**config.mk**
```make
export PLATFORM = sky130hd
export DESIGN_NAME = regfile_mp_fwd
export DESIGN_NICKNAME = d
export VERILOG_FILES = /design/src/rtl/regfile_mp_fwd.sv
export SDC_FILE = /design/constraint.sdc
export NUM_CORES = 2
export LEC_CHECK = 0
export CORE_ASPECT_RATIO = 1.75
export CORE_MARGIN = 2
export CORE_UTILIZATION = 35
export CTS_BUF_LIST = sky130_fd_sc_hd__clkbuf_4
export DETAILED_ROUTE_END_ITERATION = 10
export GPL_TIMING_DRIVEN = 0
export PLACE_DENSITY = 0.54
export SLEW_MARGIN = 25
export SYNTH_ARGS = -nofsm -noshare
export SYNTH_HDL_FRONTEND = slang
export SYNTH_SLANG_ARGS = --single-unit
```
**constraint.sdc**
```tcl
create_clock -name clk -period 7.4 [get_ports clk]
set_input_delay 1.48 -clock clk [delete_from_list [all_inputs] [get_ports clk]]
set_output_delay 1.48 -clock clk [all_outputs]
set_load 0.02 [all_outputs]
```
**src/rtl/regfile_mp_fwd.sv**
```systemverilog
// Multi-port GPR file with two write ports, write-to-read bypass and a
// per-register busy scoreboard for decode-stage stall detection.
module regfile_mp_fwd #(
    parameter int DATA_W = 32,
    parameter int ADDR_W = 5,
    parameter int NUM_RD = 2
) (
    input  logic                     clk,
    input  logic                     rst_n,
    input  logic                     we0,
    input  logic [ADDR_W-1:0]        wa0,
    input  logic [DATA_W-1:0]        wd0,
    input  logic                     we1,
    input  logic [ADDR_W-1:0]        wa1,
    input  logic [DATA_W-1:0]        wd1,
    input  logic [NUM_RD-1:0]        re,
    input  logic [NUM_RD*ADDR_W-1:0] ra,
    output logic [NUM_RD*DATA_W-1:0] rd,
    output logic [NUM_RD-1:0]        rbusy,
    input  logic                     busy_set,
    input  logic [ADDR_W-1:0]        busy_addr,
    input  logic                     flush
);

    localparam int DEPTH = 1 << ADDR_W;

    logic [DATA_W-1:0] mem_reg [DEPTH];
    logic [DEPTH-1:0]  busy_reg;
    logic [DEPTH-1:0]  busy_next;

    logic wr0_act;
    logic wr1_act;

    assign wr0_act = we0 && (wa0 != '0);
    assign wr1_act = we1 && (wa1 != '0);

    // Port 1 is applied last so it wins a same-address collision.
    always_ff @(posedge clk or negedge rst_n) begin
        if (!rst_n) begin
            for (int i = 0; i < DEPTH; i++) begin
                mem_reg[i] <= '0;
            end
        end else begin
            if (wr0_act) begin
                mem_reg[wa0] <= wd0;
            end
            if (wr1_act) begin
                mem_reg[wa1] <= wd1;
            end
        end
    end

    // Retiring writes clear, a new issue sets (superseding), flush wipes all.
    always_comb begin
        busy_next = busy_reg;
        if (wr0_act) begin
            busy_next[wa0] = 1'b0;
        end
        if (wr1_act) begin
            busy_next[wa1] = 1'b0;
        end
        if (busy_set && (busy_addr != '0)) begin
            busy_next[busy_addr] = 1'b1;
        end
        if (flush) begin
            busy_next = '0;
        end
        busy_next[0] = 1'b0;
    end

    always_ff @(posedge clk or negedge rst_n) begin
        if (!rst_n) begin
            busy_reg <= '0;
        end else begin
            busy_reg <= busy_next;
        end
    end

    generate
        for (genvar gi = 0; gi < NUM_RD; gi++) begin : g_rd
            logic [ADDR_W-1:0] ra_k;
            logic              hit1;
            logic              hit0;
            logic [DATA_W-1:0] rd_k;
            logic              rbusy_k;

            assign ra_k = ra[gi*ADDR_W +: ADDR_W];
            assign hit1 = we1 && (wa1 == ra_k);
            assign hit0 = we0 && (wa0 == ra_k);

            // Outputs are forced low while reset is held so in-flight bypass
            // data cannot leak out during reset.
            always_comb begin
                rd_k    = '0;
                rbusy_k = 1'b0;
                if (rst_n && re[gi] && (ra_k != '0)) begin
                    if (hit1) begin
                        rd_k = wd1;
                    end else if (hit0) begin
                        rd_k = wd0;
                    end else begin
                        rd_k = mem_reg[ra_k];
                    end
                    rbusy_k = busy_reg[ra_k] && !(hit1 || hit0);
                end
            end

            assign rd[gi*DATA_W +: DATA_W] = rd_k;
            assign rbusy[gi]               = rbusy_k;
        end
    endgenerate

endmodule
```
; Word level (Yosys, flattened, before mapping)
; Cells that the tools add are included.
[classes]
n_bitwise = 9
eq_ne = 4
n_reduce_logical = 27
mux = 36
n_lt_le_gt_ge = 14
[op_table]
columns = operator, count
row1 = $bwmux W1024, 2
row2 = $mux W1024, 2
row3 = $mux W32, 16
row4 = $bmux W32 S5, 2
row5 = $demux W32 S5, 2
row6 = $and A32 B32 Y32, 2
row7 = $not A32 Y32, 2
row8 = $or A32 B32 Y32, 1
row9 = $lt A5 B6 Y1 const B, 5
row10 = $reduce_bool A5 Y1, 5
row11 = $ge A6 B6 Y1 const B, 4
row12 = $not A5 Y6, 4
row13 = $eq A5 B5 Y1, 4
row14 = $logic_and A1 B1 Y1, 18
row15 = $demux W1 S5, 3
row16 = $ge A5 B1 Y1 const B, 3
row17 = $lt A6 B1 Y1 const B, 2
row18 = $bmux W1 S5, 2
row19 = $mux W1, 7
row20 = $logic_not A1 Y1, 2
row21 = $logic_or A1 B1 Y1, 2
[word_totals]
input_bits = 97
out_inout_bits = 66
elab_cells = 123
ff_bits = 1055

; Depth between registers and ports, before layout
[depth]
depth_word = 12
mapped_depth = 10
ltp_nobuf = 5

; Least setup slack after synthesis
; No wires, ideal clock.
[synth_timing]
path_type = input port to output port
start = input ra[2]
end = output rd[0]
slack_ns = 2.564
cell_stages = 9
required_ns = 5.920
path_buffers = 4
t_arrival_ns = 3.356
cell_sequence = buf_4 xnor2_1 nand2_1 or2_1 buf_2 or3b_1 buf_2 buf_6 o32ai_1
[synth_between]
elab_chain_cells = 7
elab_cells_between_ends = 13
cone_classes = eq/ne: 2 / mux: 6 / bitwise: 1 / reduce/logical: 4
[synth_rtl]
columns = item, line_no
row1 = from (decl), 17  ; input logic [NUM_RD*ADDR_W-1:0] ra,
row2 = $not A5 Y6 (implied by the code), 102  ; rd_k = mem_reg[ra_k];
row3 = $bmux W32 S5, 102
row4 = $mux W32 (implied by the code) (2 in a row), 102
row5 = $mux W32, 99  ; end else if (hit0) begin
row6 = $mux W32, 97  ; if (hit1) begin
row7 = $mux W32 (*), 96  ; if (rst_n && re[gi] && (ra_k != '0)) begin
row8 = to (decl), 18  ; output logic [NUM_RD*DATA_W-1:0] rd,
; Mark *: on every way between the ends. The rest lies on a longest branch, timed or not. The select of a mux whose other input is x is not followed.

; Worst setup path after layout
[layout_timing]
start = input ra[6]
end = output rd[35]
; Same word-level chain as after synthesis.

==> run_results.csv <==
group,metric,value,unit
run_status,outcome,"complete, but fails checks",
run_status,violations,"setup timing",
sta,drv_slew,0,
placement,place_inst,9206,
floorplanning,die_area,194000,um2
cts,cts_buffers,302,
route,wl_per_cell,55.3,um
sta,timing.final.ws_setup,-0.248,ns
yosys,synth_commonest_cells,"dfrtp_1 (1055), nand2_1 (782), mux2i_1 (762)",
global_route,antenna_found_initial,70,
route,drc,0,
route,wl_met3,63.7,mm
yosys,ys_ff_latch,1055,
global_route,grt_overflow,0,
route,ant_nets,0,
worst_setup_path,path_max_fanout,11,
yosys,synthTopCellsByArea,"dfrtp_1 (40%), mux4_2 (14%), mux2i_1 (11%)",
power_and_ir_drop,ir_drop,146,uV
yosys,netlist_instances,6614,
worst_setup_path,cp-end-kind,"primary output",
sta,grt_setup_unrepaired,"false",
cells_and_area,final_nets,7161,
yosys,synth_edf_count,0,
worst_hold_path,hp-class,"input pin to asynchronous set/reset pin",
global_route,grt.total_usage,54.9,%
worst_setup_path,start_kind,"input pin",
power_and_ir_drop,power.total,0.0211,W
floorplanning,core,189000,um2
sta,hold_ws,0.121,ns
placement,io_buffer_count,116,
cells_and_area,regArea,26400,um2
floorplanning,ioPinCount,163,
yosys,synth_top_area_share,39.7,%
route,m1WireLength,169,mm
cts,tritoncts,"built",
placement,dpl.hpwl,417,mm
sta,fin_crit_sh,103,%
yosys,yosysMostFrequentCell,"dfrtp_1",
yosys,synth_nets,6711,
cells_and_area,fillCellCount,18900,
yosys,postSynth.asyncResetShare,100,%
cts,cts_max_level,5,
power_and_ir_drop,powerDensity,279,nW/um2
cells_and_area,area_growth_syn_to_layout,14.0,%
yosys,avgSynthCellArea,10.1,um2
global_route,grt_pass1_wl,692,mm
yosys,yosysTopAreaCell,"dfrtp_1",
cts,ctsHoldBuffers,0,
route,drt_first_pass_iters,8,
route,drt_iter0_drc,11600,
cells_and_area,largest_reg_flops,1024,
sta,skew,0,ns
sta,fmax,0.131,GHz
sta,worstMarginPinSlew,1.30,ns
cts,cts-root-buf,"clkbuf_4",
yosys,yosys_warnings,0,
worst_setup_path,required,5.92,ns
cts,cts.repair.resized,3,
cells_and_area,multi_input_area,36200,um2
worst_setup_path,cp.arrival,6.17,ns
worst_setup_path,timing.rr.start,"mem_reg[450]",
floorplanning,initial_utilization,35.2,%
floorplanning,die_w,333,um
cells_and_area,layout.cells.non_filler,9771,
power_and_ir_drop,leakage,31.8,nW
global_route,first_global_vias,67500,
placement,gp_congestion,1.11,
route,viasPerCell,7.27,
route,wirelength,541,mm
worst_setup_path,setup.worst_path.class,"input pin to primary output",
cts,clock_latency,1.33,ns
route,wl_met2,231,mm
yosys,yosys_most_used_dff,"dfrtp_1",
cts,cts_sinks,1055,
yosys,ys_types,62,
global_route,grt_max_degree,122,
yosys,seq_area_frac_synth,39.7,%
cts,clock_path_buffers,4,
sta,maxSlewHeadroom,13.5,%
route,top_layer_used,"met5",
route,vias,71100,
cells_and_area,drive_above_1_share,21.5,%
sta,fin_crit,7.65,ns
cts,post-cts-setup-buffers,0,
job,maxCapViolations,0,
sta,setup_viol,24,
sta,hold_viol_final,0,
floorplanning,die_h,581,um
worst_setup_path,crit_path_start,"ra[6]",
floorplanning,rows,211,
yosys,netlist_area,66500,um2
cts,clkTransAtPathRegs,0.06,ns
-- metrics by stage --
step | instance area (um2) | setup TNS [ns] | setup WS (ns) | utilization, %
2_1_floorplan | 66500 | 0 | 2.56 | -
3_3_place_gp | 70700 | - | -53.73 | 37.5
3_5_place_dp | 71700 | -1.86 | -0.444 | 38.0
4_1_cts | 75400 | 0 | 0.0187 | 40.0
5_1_grt | 75600 | 0 | 0.0182 | 40.1
6_report | 75700 | -2.27 | -0.248 | 40.1
-- layout make-up --
cell class / instances / area share, %
Clock buffer: 427 / 4.23
Timing Repair Buffer: 147 / 2.42
Multi-Input combinational cell: 4624 / 47.8
Inverter: 69 / 0.342
Buffer: 865 / 5.34
Tap cell: 2449 / 4.05
Antenna cell: 64 / 0.211
Clock inverter: 71 / 0.755
Sequential cell: 1055 / 34.9
-- worst max-delay path: stages --
cell	delay, ns
buf_2	0.34
buf_2	0.69
buf_2	0.95
mux2i_1	0.18
a22o_1	0.27
nor3_1	0.95
nor3_1	0.13
o221ai_1	0.43
clkdlybuf4s50_1	0.70
-- path summary, 6_finish.rpt --
kind / to / slack (ns) / cells past startpoint
worst min register to register: mem_reg[1010] / 0.48 / 1
worst max-delay path: rd[35] / -0.25 / 9
worst max register to register: mem_reg[450] / 6.13 / 2
worst min-delay path: mem_reg[107] / 0.12 / 1
max in group asynchronous: mem_reg[1018] / 4.53 / 5
min in group clk: mem_reg[1010] / 0.48 / 1
-- layout by cell type, fill, tap and decap left out, types with 30 or more instances in the layout --
cell type,count
a21oi_1,476
a221oi_1,98
a22o_1,90
a22oi_1,81
a311oi_1,30
a31oi_1,74
a32oi_1,174
buf_1,59
buf_2,193
buf_4,60
clkbuf_1,366
clkbuf_2,169
clkbuf_4,434
clkdlybuf4s50_1,115
clkinv_1,50
dfrtp_1,1055
diode_2,64
inv_1,63
mux2_2,126
mux2i_1,761
mux4_2,408
nand2_1,782
nor2_1,466
nor3_1,90
o21ai_0,506
o21ai_1,35
o221ai_1,30
o22ai_1,123
o32ai_1,32
or2_2,35
-- cells by family (layout without fill, tap and decap cells) --
group,count (synthesis),in the layout,synth area share (%)
AOI/OAI and AO/OA,1795,1795,17.0
xor gates and xnor gates,20,20,0.264
buffers and inverters,935,1579,6.07
DFF,1055,1055,39.7
muxes,1296,1296,27.4
other,0,64,0
and+or+nand+nor,1513,1513,9.54
-- metal layers --
layer  vias up  track usage [%]
met1     35500             55.5
li1      25700                -
met2      6908             80.2
met5         -            0.951
met3      2935             23.1
met4        32             62.4
-- power by group --
group          total [W]  internal, W  leakage [nW]  switching (W)
Combinational    0.00622      0.00252          16.5        0.00369
Clock            0.00614      0.00299          2.23        0.00315
Sequential       0.00874      0.00719          13.1        0.00155
Note: power is estimated with default switching activity, not from simulation.
